--- src/rtl/rgb_pwm_driver_pkg.sv ---
// Shared defaults, channel indices and small helpers for the RGB PWM driver.
package rgb_pwm_driver_pkg;

  localparam int DEF_PWM_BITS = 8;
  localparam int DEF_PRESCALE = 4;
  localparam int DEF_MAX_DUTY = 255;

  localparam int NUM_CH   = 3;
  localparam int CH_RED   = 0;
  localparam int CH_GREEN = 1;
  localparam int CH_BLUE  = 2;

  // A prescaler of 1 still needs a 1-bit counter that simply never leaves 0.
  function automatic int presc_width(input int presc);
    return (presc > 1) ? $clog2(presc) : 1;
  endfunction

endpackage

--- src/rtl/rgb_pwm_driver_pwm_channel.sv ---
// One PWM lane: clamps a pending duty on load, holds the active duty and
// drives a registered compare output against the shared phase counter.
module pwm_channel
  import rgb_pwm_driver_pkg::*;
#(
  parameter int PWM_BITS = DEF_PWM_BITS,
  parameter int MAX_DUTY = DEF_MAX_DUTY
) (
  input  logic                clk,
  input  logic                rst,
  input  logic                i_load,
  input  logic [PWM_BITS-1:0] i_duty,
  input  logic [PWM_BITS-1:0] i_phase,
  output logic                o_led
);

  // A ceiling at or above full scale means no clamping at all.
  localparam logic [PWM_BITS-1:0] CLAMP =
    (MAX_DUTY >= (1 << PWM_BITS) - 1) ? {PWM_BITS{1'b1}} : PWM_BITS'(MAX_DUTY);

  logic [PWM_BITS-1:0] r_active;
  logic [PWM_BITS-1:0] w_clamped;
  logic                r_led;

  assign w_clamped = (i_duty > CLAMP) ? CLAMP : i_duty;

  always_ff @(posedge clk) begin
    if (rst) begin
      r_active <= '0;
      r_led    <= 1'b0;
    end else begin
      if (i_load) begin
        r_active <= w_clamped;
      end
      r_led <= (i_phase < r_active);
    end
  end

  assign o_led = r_led;

endmodule

--- src/rtl/rgb_pwm_driver.sv ---
// RGB PWM stage: prescaler, phase counter and a one-deep colour buffer that is
// only applied at a period boundary, feeding three pwm_channel lanes.
module rgb_pwm_driver
  import rgb_pwm_driver_pkg::*;
#(
  parameter int PWM_BITS = DEF_PWM_BITS,
  parameter int PRESCALE = DEF_PRESCALE,
  parameter int MAX_DUTY = DEF_MAX_DUTY
) (
  input  logic                clk,
  input  logic                rst,
  input  logic                in_valid,
  output logic                in_ready,
  input  logic [PWM_BITS-1:0] in_red,
  input  logic [PWM_BITS-1:0] in_green,
  input  logic [PWM_BITS-1:0] in_blue,
  output logic                LED_RED,
  output logic                LED_GREEN,
  output logic                LED_BLUE,
  output logic                frame_start
);

  localparam int PS_W = presc_width(PRESCALE);

  logic [PS_W-1:0]     r_presc;
  logic [PWM_BITS-1:0] r_phase;
  logic                r_pend_full;
  logic                r_frame_start;
  logic [PWM_BITS-1:0] w_in_duty [NUM_CH];
  logic [NUM_CH-1:0]   w_led;
  logic                w_tick;
  logic                w_boundary;
  logic                w_xfer;
  logic                w_load;

  assign w_in_duty[CH_RED]   = in_red;
  assign w_in_duty[CH_GREEN] = in_green;
  assign w_in_duty[CH_BLUE]  = in_blue;

  assign w_tick     = (r_presc == PS_W'(PRESCALE - 1));
  assign w_boundary = w_tick && (r_phase == '1);
  assign in_ready   = ~rst & ~r_pend_full;
  assign w_xfer     = in_valid & in_ready;
  assign w_load     = w_boundary & r_pend_full;

  always_ff @(posedge clk) begin
    if (rst) begin
      r_presc       <= '0;
      r_phase       <= '0;
      r_frame_start <= 1'b0;
    end else begin
      r_presc <= w_tick ? '0 : r_presc + 1'b1;
      if (w_tick) begin
        r_phase <= r_phase + 1'b1;
      end
      r_frame_start <= w_boundary;
    end
  end

  // A word can only arrive while the buffer is empty, so a transfer on a
  // boundary fills the buffer and waits for the following boundary.
  always_ff @(posedge clk) begin
    if (rst) begin
      r_pend_full <= 1'b0;
    end else if (w_xfer) begin
      r_pend_full <= 1'b1;
    end else if (w_boundary) begin
      r_pend_full <= 1'b0;
    end
  end

  generate
    for (genvar gi = 0; gi < NUM_CH; gi++) begin : g_ch
      logic [PWM_BITS-1:0] r_pend;

      always_ff @(posedge clk) begin
        if (w_xfer) begin
          r_pend <= w_in_duty[gi];
        end
      end

      pwm_channel #(
        .PWM_BITS (PWM_BITS),
        .MAX_DUTY (MAX_DUTY)
      ) u_ch (
        .clk     (clk),
        .rst     (rst),
        .i_load  (w_load),
        .i_duty  (r_pend),
        .i_phase (r_phase),
        .o_led   (w_led[gi])
      );
    end
  endgenerate

  assign LED_RED     = w_led[CH_RED];
  assign LED_GREEN   = w_led[CH_GREEN];
  assign LED_BLUE    = w_led[CH_BLUE];
  assign frame_start = r_frame_start;

endmodule

--- config.mk ---
export PLATFORM = sky130hd
export DESIGN_NAME = rgb_pwm_driver
export DESIGN_NICKNAME = d
export VERILOG_FILES = /design/src/rtl/rgb_pwm_driver_pkg.sv /design/src/rtl/rgb_pwm_driver_pwm_channel.sv /design/src/rtl/rgb_pwm_driver.sv
export SDC_FILE = /design/constraint.sdc
export NUM_CORES = 1
export LEC_CHECK = 0
export ABC_AREA = 1
export CORE_UTILIZATION = 53
export CTS_BUF_LIST = sky130_fd_sc_hd__clkbuf_8
export DETAILED_ROUTE_END_ITERATION = 10
export GPL_TIMING_DRIVEN = 0
export PLACE_DENSITY = 0.89
export SLEW_MARGIN = 15
export SYNTH_ARGS = -nofsm -noshare
export SYNTH_HDL_FRONTEND = slang
export SYNTH_SLANG_ARGS = --single-unit
--- constraint.sdc ---
create_clock -name clk -period 3.1 [get_ports clk]
set_input_delay 0.62 -clock clk [delete_from_list [all_inputs] [get_ports clk]]
set_output_delay 0.62 -clock clk [all_outputs]
set_load 0.02 [all_outputs]
==> summary.md, run 1 <==
| Metric | Value |
|---|---|
| Status | `finished, final reports clean` |
| Setup ws final | `594.2 ps` |
| WL final | `6241 um` |
| Tcrit/Tclk final | `80.83%` |
| Worst Path Max Fanout | `10` |
| Min Tclk post-route | `2506 ps` |
| RD Place Congestion | `0.8352` |
| Core region area | `5608 um^2` |
| Number of port buffers | `30` |
| Max VDD drop | `0.4222 mV` |
| H-tree Lvls | `3` |
| Final Max Tran Viols | `0` |
| Per-cell routed wire length | `12.51 um` |
| Worst-margin pin slew | `459.5 ps` |
| Hold buffers post-CTS | `0` |
| Worst setup path class | `flip-flop to output pin` |
| DP Wirelength | `4440 um` |
| Final ANT Viol Nets | `0` |
| Synth Flop Type | `dfxtp_1` |
| Antenna cells | `0` |
| Crit. End Element | `output pin` |
| Die width | `78.92 um` |
| Area growth syn-to-layout | `18.87%` |
| Slew HR | `69.37%` |
| Boundary Pins | `32` |
| Hold Path Class | `flip-flop to flip-flop` |
| Pwr Total | `1660 uW` |
| Clk Latency, worst-skew pair | `340 ps` |
| Fraction of registers with async set/reset | `0%` |
| Number of DRC markers in iteration 0 | `102` |
| Post-cts gate resize count | `0` |
| Sink Count | `63` |
| Worst-case clock skew | `4.621 ps` |
| Ys Warns | `0` |
| Area of the mapped netlist | `3136 um^2` |
| Synth top cells by count | `inv_1, nand2_1, dfxtp_1` |
| Final hold vios | `0` |
| R2R depth | `7` |
| Clk buf depth | `2` |
| Post-synthesis cell type count | `24` |
| CTS tree | `yes` |
| Pre-antenna DRT Iters | `4` |
| Share of the synthesized area in the top cell type | `24.90%` |
| DRC | `0` |
| Largest net degree at the start of global routing | `14` |
| Initial cell density of the core | `55.91%` |
| Antenna violations before repair | `0` |
| Post-synth EDFFs | `24` |
| Number of buffers added for setup after CTS | `0` |
| Die height | `78.92 um` |
| # setup viols final | `0` |
| # rows | `27` |
| GRT overflow | `0` |
| Worst Hold Path Cells | `1` |
| Total track usage | `23.21%` |
| Avg Vias per Cell | `4.902` |
| Seq/Total Area, Yosys | `47.89%` |
| Syn Nets | `429` |
| Die area | `6228 um^2` |
| Largest cells by area after synthesis | `dfxtp_1, edfxtp_1, inv_1` |
| Vias in the first global route | `2466` |
| CTS buffer count | `9` |
| Worst EP required | `2480 ps` |
| RSZ-0062 raised after global routing | `no` |
| Syn Area/Cell | `8.273 um^2` |
| Clock root cell | `clkbuf_8` |
| Power per cell area | `445.4 nW/um^2` |
| Leakage dissipation | `0.001733 uW` |
| Crit path arrival time | `1890 ps` |
| Max Fclk | `0.3991 GHz` |
| Layout cells sized above 1 | `12.41%` |
| Setup WS pre-CTS | `959.5 ps` |
| Clock transition at path regs | `60 ps` |
| # fillers | `444` |
| Worst setup SP type | `flip-flop` |
| Most frequent cell after synthesis | `inv_1` |
| Flops & latches, synth | `63` |
| Nets | `472` |
| Mapped Cells | `379` |
| Cell taking the most area after synthesis | `dfxtp_1` |
| Max cap viols | `0` |
| First-pass GRT wire length | `10850 um` |
| Via count | `2446` |
[layout make-up]
type | instances | area [um^2] | area share (%)
tap | 72 | 90.09 | 2.417
timing repair buffer | 32 | 315.3 | 8.459
inverter | 93 | 349.1 | 9.366
sequential | 63 | 1501 | 40.28
buffer | 14 | 92.59 | 2.484
clock inverter | 7 | 57.56 | 1.544
multi-input combinational | 209 | 1197 | 32.12
clock buffer | 9 | 123.9 | 3.323
[sequential cells by signal, indices dropped and copies added, names as in the netlist]
name / cells
r_pend_full: 1
r_phase: 8
g_ch.u_ch.r_active: 24
r_presc: 2
g_ch.r_pend: 24
g_ch.u_ch.o_led: 3
frame_start: 1
[metal layers]
metal	global-route usage, %	wire length [um]
met1	27.07	2775
met2	38.52	3045
met3	6.552	293
met4	12.73	127
met5	0	0
[worst paths after layout]
check,start,end,slack [ps]
worst max-delay path,r_pend_full,in_ready,590
worst min-delay path,r_presc[0],r_presc[0],430
worst max register to register,r_phase[1],g_ch[0].u_ch.r_active[5],1370
worst min register to register,r_presc[0],r_presc[0],430
[kinds of logic (layout without fill, tap and decap cells)]
kind of cell             after synthesis  in the layout  share of synthesized area, %
AND/OR/NAND/NOR                      164            164                         24.98
flip-flops                            63             63                         47.89
XOR/XNOR                               1              1                        0.2794
AO/OA/AOI/OAI                         21             21                         3.591
adder cells (fa/ha/maj)               23             23                         9.178
buffers and inverters                107            155                         14.09
[critical path, stage by stage (launching register included)]
cell and delay [ps]:
dfxtp_1 330, buf_4 180, clkbuf_1 360, nor2_1 110, clkdlybuf4s50_1 560
[layout by cell type (no fill, tap or decap), drive strengths merged, types with 2 or more instances in the layout]
cell type,n
nand4,26
buf,15
ha,23
nand2,89
a21oi,13
clkbuf,10
nor3b,2
clkdlybuf4s50,30
dfxtp,39
clkinv,3
o21ai,5
inv,95
edfxtp,24
nor2,39
nand3,7
o21bai,3
[where the power goes]
group	leakage, uW	total (uW)	internal (uW)	switching [uW]
clock	0.0000967	657	358	299
sequential	0.000539	892	883	9.20
combinational	0.00110	111	55.3	55.8
total	0.00173	1660	1300	364
[per-stage QoR]
stage	std cells	hold WS, ps	setup TNS (ps)	util, %	cell area, um^2
after floorplan	379	397.7	0	-	3136
after detailed placement	483	416.7	0	63.23	3546
after CTS	499	427.8	0	66.47	3727
after global placement	481	407.5	-18660	62.87	3526
after global routing	499	455.2	0	66.47	3727
final	499	425.2	0	66.47	3727
Power figures use the tool's default switching activity.
==> inputs of run 2 (changes only) <==
CORE_UTILIZATION = 59   (was 53)
PLACE_DENSITY = 0.93   (was 0.89)
clock period = 2.6 ns   (was 3.1 ns; I/O delays follow)
==> summary.md, run 2 (synthesized netlist as in run 1, its figures left out) <==
| Metric | Value |
|---|---|
| CTS buffer count | `9 (unchanged)` |
| Fin Setup TNS | `0 ps (unchanged)` |
| Crit path arrival time | `1900 ps (was 1890 ps)` |
| WL final | `7333 um (was 6241 um)` |
| Slew HR | `50.76% (was 69.37%)` |
| Core region area | `5107 um^2 (was 5608 um^2)` |
| # setup viols final | `0 (unchanged)` |
| Avg Vias per Cell | `5.248 (was 4.902)` |
| Final Max Tran Viols | `0 (unchanged)` |
| Power per cell area | `565.1 nW/um^2 (was 445.4 nW/um^2)` |
| CTS tree | `yes (unchanged)` |
| Nets | `471 (was 472)` |
| Antenna violations before repair | `0 (unchanged)` |
| RD Place Congestion | `0.8378 (was 0.8352)` |
| Sink Count | `63 (unchanged)` |
| Hold wc startpoint | `r_presc[0] (unchanged)` |
| # rows | `26 (was 27)` |
| Tcrit/Tclk final | `92.98%` |
| Clock transition at path regs | `70 ps (was 60 ps)` |
| Status | `finished, final reports clean (unchanged)` |
| Most common cell after layout, fill and taps aside | `inv_1 (unchanged)` |
| Layout cells sized above 1 | `12.91% (was 12.41%)` |
| Die area | `5610 um^2 (was 6228 um^2)` |
| Via count | `2603 (was 2446)` |
| Die width | `74.90 um (was 78.92 um)` |
| H-tree Lvls | `3 (unchanged)` |
| GRT overflow | `0 (unchanged)` |
| Commonest non-fill, non-tap cells in the layout | `inv_1, nand2_1, dfxtp_1 (unchanged)` |
| Largest net degree at the start of global routing | `15 (was 14)` |
| Area growth syn-to-layout | `19.91% (was 18.87%)` |
| Placed cell count | `480 (was 483)` |
| Setup WS pre-CTS | `412.3 ps (was 959.5 ps)` |
| Clock root cell | `clkbuf_8 (unchanged)` |
| Initial cell density of the core | `61.39% (was 55.91%)` |
| Worst-case clock skew | `5.568 ps (was 4.621 ps)` |
| Dpl cell area | `3546 um^2 (unchanged)` |
| Hold Path Class | `flip-flop to flip-flop (unchanged)` |
| DRC | `0 (unchanged)` |
| R2r startpoint | `r_phase[1] (unchanged)` |
| Crit. End Element | `output pin (unchanged)` |
| Post-cts gate resize count | `0 (unchanged)` |
| Post-Layout Inst Area | `3760 um^2 (was 3727 um^2)` |
| Number of port buffers | `30 (unchanged)` |
| Number of DRC markers in iteration 0 | `207 (was 102)` |
| DP Wirelength | `4718 um (was 4440 um)` |
| Antenna cells | `0 (unchanged)` |
| Worst setup path class | `flip-flop to output pin (unchanged)` |
| RSZ-0062 raised after global routing | `no (unchanged)` |
| Largest registers | `g_ch.r_pend x24, g_ch.u_ch.r_active x24, r_phase x8 (unchanged)` |
| Non-filler instance count after layout | `496 (was 499)` |
| Max VDD drop | `0.5863 mV (was 0.4222 mV)` |
| Max Fclk | `0.4136 GHz` |
| Pwr Total | `2125 uW (was 1660 uW)` |
| First-pass GRT wire length | `11410 um (was 10850 um)` |
| Boundary Pins | `32 (unchanged)` |
| Final hold vios | `0 (unchanged)` |
| CP startpoint | `r_pend_full (unchanged)` |
| Clk Latency, worst-skew pair | `350 ps (was 340 ps)` |
| Number of buffers added for setup after CTS | `0 (unchanged)` |
| Vias in the first global route | `2505 (was 2466)` |
| Worst-margin pin slew | `737.8 ps (was 459.5 ps)` |
| Hold buffers post-CTS | `0 (unchanged)` |
| Clk buf depth | `2 (unchanged)` |
| Final ANT Viol Nets | `0 (unchanged)` |
| Per-cell routed wire length | `14.78 um (was 12.51 um)` |
| Min Tclk post-route | `2418 ps` |
| R2R setup slack | `840 ps (was 1370 ps)` |
| Worst setup SP type | `flip-flop (unchanged)` |
| Worst EP required | `2080 ps (was 2480 ps)` |
| Leakage dissipation | `0.001744 uW (was 0.001733 uW)` |
| Pre-antenna DRT Iters | `5 (was 4)` |
| Worst Path Max Fanout | `10 (unchanged)` |
| Max cap viols | `0 (unchanged)` |
| Total track usage | `28.59% (was 23.21%)` |
| Die height | `74.90 um (was 78.92 um)` |
| Setup ws final | `182.4 ps (was 594.2 ps)` |
run 2: cell types whose count changed in the layout (fill, tap and decap cells not counted):
| cell | delta |
|---|---|
| buf_4 | -2 |
| clkinv_1 | -2 |
| inv_1 | -1 |
| nor3b_2 | -1 |
| bufinv_16 | +1 |
| clkinv_4 | +1 |
| buf_6 | +1 |
| nor3b_4 | +1 |
| clkinv_2 | +1 |
run 2: area by class of cell:
| class | instances | area [um^2] |
|---|---|---|
| buffer | 14 | 92.59 |
| tap | 70 | 87.58 |
| sequential | 63 | 1501 |
| multi-input combinational | 209 | 1204 |
| clock inverter | 7 | 90.09 |
| timing repair buffer | 31 | 311.5 |
| inverter | 93 | 349.1 |
| fill | 310 | 1348 |
| clock buffer | 9 | 123.9 |
run 2: power breakdown:
group          switching [uW]  internal [uW]
Sequential               11.4           1050
Clock                     387            534
Combinational            73.1           66.8
Total                     471           1650
run 2: metal layers:
| metal | track usage (%) | vias up | routed length, um |
|---|---|---|---|
| li1 | - | 1256 | - |
| met1 | 31.66 | 1173 | 2776 |
| met2 | 48.65 | 143 | 3774 |
| met3 | 7.095 | 31 | 513 |
| met4 | 19.29 | 0 | 269 |
| met5 | 0 | - | 0 |
run 2: worst max-delay path, stage by stage (launching register included):
cell and delay [ps]:
dfxtp_1 320, buf_4 200, clkbuf_1 400, nor2_1 90
clkdlybuf4s50_1 550
run 2: final timing paths:
| kind | cells past startpoint | endpoint |
|---|---|---|
| max | 4 | in_ready |
| min | 1 | r_presc[0] |
| max reg2reg | 7 | g_ch[0].u_ch.r_active[6] |
| min reg2reg | 1 | r_presc[0] |
run 2: through the flow:
step | hold WS, ps | utilization [%]
after floorplan | 397.7 | -
after detailed placement | 416.4 | 69.43
final | 440.0 | 73.62
after global routing | 460.2 | 73.62
after global placement | 407.5 | 69.08
after CTS | 441.4 | 73.62
==> inputs of run 3 (changes only) <==
CELL_PAD_IN_SITES_DETAIL_PLACEMENT = 1   (was not set)
CELL_PAD_IN_SITES_GLOBAL_PLACEMENT = 1   (was not set)
CORE_UTILIZATION = 44   (was 59)
==> summary.md, run 3 (synthesized netlist as in run 1, its figures left out) <==
| Metric | Value |
|---|---|
| CTS tree | `yes (unchanged)` |
| Per-cell routed wire length | `18.46 um (was 14.78 um)` |
| Largest registers | `g_ch.r_pend x24, g_ch.u_ch.r_active x24, r_phase x8 (unchanged)` |
| Max cap viols | `0 (unchanged)` |
| Pre-antenna DRT Iters | `5 (unchanged)` |
| # setup viols final | `0 (unchanged)` |
| RD Place Congestion | `0.8175 (was 0.8378)` |
| Tcrit/Tclk final | `93.71% (was 92.98%)` |
| Setup ws final | `163.6 ps (was 182.4 ps)` |
| Hold Path Class | `flip-flop to flip-flop (unchanged)` |
| Clk Latency, worst-skew pair | `370 ps (was 350 ps)` |
| Final ANT Viol Nets | `0 (unchanged)` |
| Crit path cell chain | `buf_4 > clkbuf_1 > nor2_1 > clkdlybuf4s50_1 (unchanged)` |
| R2R depth | `7 (unchanged)` |
| Max Fclk | `0.4104 GHz (was 0.4136 GHz)` |
| WL final | `9635 um (was 7333 um)` |
| RSZ-0062 raised after global routing | `no (unchanged)` |
| R2R setup slack | `770 ps (was 840 ps)` |
| H-tree Lvls | `3 (unchanged)` |
| Via count | `2681 (was 2603)` |
| Crit path arrival time | `1920 ps (was 1900 ps)` |
| DRC | `0 (unchanged)` |
| Number of port buffers | `30 (unchanged)` |
| Sequential power share | `50.4% (was 50.1%)` |
| Pwr Total | `2110 uW (was 2125 uW)` |
| Worst-margin pin slew | `615.5 ps (was 737.8 ps)` |
| Status | `finished, final reports clean (unchanged)` |
| Antenna violations before repair | `1 (was 0)` |
| Leakage dissipation | `0.001732 uW (was 0.001744 uW)` |
| Final hold vios | `0 (unchanged)` |
| Sw frac | `25.91% (was 22.17%)` |
| Crit path buf inv count | `3 (unchanged)` |
| Hold wc startpoint | `r_presc[0] (unchanged)` |
| Number of buffers added for setup after CTS | `0 (unchanged)` |
| Reg-to-Reg End | `g_ch[2].u_ch.r_active[4] (was g_ch[0].u_ch.r_active[6])` |
| Slew HR | `58.92% (was 50.76%)` |
| Most used routing layer in global routing | `met2 (unchanged)` |
| Antenna cells | `0 (unchanged)` |
| Initial cell density of the core | `45.90% (was 61.39%)` |
| Worst Hold Path EP | `r_presc[0] (unchanged)` |
| Clock power share | `42.6% (was 43.3%)` |
| First-pass GRT wire length | `15170 um (was 11410 um)` |
| DP Wirelength | `5871 um (was 4718 um)` |
| Worst-case clock skew | `17.44 ps (was 5.568 ps)` |
| Worst Hold Path Cells | `1 (unchanged)` |
| Worst setup SP type | `flip-flop (unchanged)` |
| Largest net degree at the start of global routing | `16 (was 15)` |
| Die height | `86.42 um (was 74.90 um)` |
| Max VDD drop | `0.4056 mV (was 0.5863 mV)` |
| Min Tclk post-route | `2436 ps (was 2418 ps)` |
| Worst EP required | `2080 ps (about the same)` |
| Worst setup path class | `flip-flop to output pin (unchanged)` |
| Vias in the first global route | `2902 (was 2505)` |
| R2r startpoint | `r_phase[1] (unchanged)` |
| Final Max Tran Viols | `0 (unchanged)` |
| Hold buffers post-CTS | `0 (unchanged)` |
| Commonest non-fill, non-tap cells in the layout | `inv_1, nand2_1, dfxtp_1 (unchanged)` |
| Most common cell after layout, fill and taps aside | `inv_1 (unchanged)` |
| Die area | `7468 um^2 (was 5610 um^2)` |
| Met3 GRT Util | `5.429% (was 7.095%)` |
| Kind of cell adding the most delay to the critical path | `buffers and inverters (unchanged)` |
| Number of DRC markers in iteration 0 | `147 (was 207)` |
| Max incr delay on CP | `550 ps (about the same)` |
| Clock root cell | `clkbuf_8 (unchanged)` |
| # rows | `30 (was 26)` |
| Worst Path Max Fanout | `10 (unchanged)` |
| Die width | `86.42 um (was 74.90 um)` |
| Total track usage | `27.95% (was 28.59%)` |
| Setup WS pre-CTS | `561.3 ps (was 412.3 ps)` |
| Boundary Pins | `32 (unchanged)` |
| Internal power | `1564 uW (was 1653 uW)` |
| Met2 Use GR | `48.56% (was 48.65%)` |
| Clk buf depth | `2 (unchanged)` |
| Layout cells sized above 1 | `12.91% (unchanged)` |
| CTS buffer count | `9 (unchanged)` |
| Core region area | `6832 um^2 (was 5107 um^2)` |
| Area growth syn-to-layout | `20.59% (was 19.91%)` |
| Slowest library cell on the worst path | `clkdlybuf4s50_1 (unchanged)` |
| Combinational fraction of design power | `7.0% (was 6.6%)` |
| Power per cell area | `558.1 nW/um^2 (was 565.1 nW/um^2)` |
| Net Switching | `546.7 uW (was 471.1 uW)` |
| # fillers | `838 (was 310)` |
| Sink Count | `63 (unchanged)` |
| Crit. End Element | `output pin (unchanged)` |
| GRT overflow | `0 (unchanged)` |
| Met1 usage | `31.85% (was 31.66%)` |
| Post-cts gate resize count | `0 (unchanged)` |
| Nets | `471 (unchanged)` |
| Clock transition at path regs | `90 ps (was 70 ps)` |
| Avg Vias per Cell | `5.136 (was 5.248)` |
-- run 3: changes by cell type in the layout (fill, tap and decap cells not counted) --
cell and delta:
buf_8 +1, clkinv_4 +2, clkinv_2 -2, buf_6 -1, bufinv_16 -1, clkinvlp_4 +1
-- run 3: stage by stage --
step / utilization [%] / area, um^2 / hold slack [ps] / cells / setup TNS, ps
finish: 55.35 / 3781 / 423.1 / 522 / 0
global route: 55.35 / 3781 / 446.8 / 522 / 0
CTS: 55.35 / 3781 / 431.9 / 522 / 0
detailed placement: 52.44 / 3582 / 419.9 / 506 / 0
global placement: 52.12 / 3561 / 408.6 / 505 / -328.6
floorplan: - / 3141 / 397.7 / 379 / 0
-- run 3: metal layers --
metal	vias to the layer above	wire length, um
met3	35	435
met2	94	4917
met1	1300	3895
li1	1250	-
met5	-	15
met4	2	371
-- run 3: how the worst max path moves through the flow --
| stage | startpoint | cells after the start | slack, ps | endpoint |
|---|---|---|---|---|
| finish | r_pend_full | 4 | 160 | in_ready |
| global route | r_pend_full | 4 | 110 | in_ready |
| CTS | r_pend_full | 4 | 170 | in_ready |
| detailed placement | in_valid | 3 | 560 | g_ch[0].r_pend[0] |
| global placement | in_valid | 2 | -10 | g_ch[0].r_pend[0] |
| floorplan | rst | 2 | 490 | g_ch[0].r_pend[0] |
-- run 3: power by group through the flow --
| stage | Combinational (uW) | Sequential [uW] | Clock, uW |
|---|---|---|---|
| global route | 159 | 1070 | 947 |
| finish | 148 | 1060 | 898 |
| detailed placement | 139 | 1090 | 0 |
| floorplan | 65.5 | 1080 | 0 |
| global placement | 125 | 1080 | 0 |
| CTS | 147 | 1060 | 907 |
-- run 3: cell type report --
| type | instances | area (um^2) | area share, % |
|---|---|---|---|
| tap | 96 | 120.1 | 3.177 |
| multi-input combinational | 209 | 1204 | 31.83 |
| inverter | 93 | 349.1 | 9.232 |
| buffer | 14 | 92.59 | 2.449 |
| clock buffer | 9 | 123.9 | 3.276 |
| sequential | 63 | 1501 | 39.71 |
| timing repair buffer | 31 | 315.3 | 8.339 |
| clock inverter | 7 | 75.07 | 1.985 |
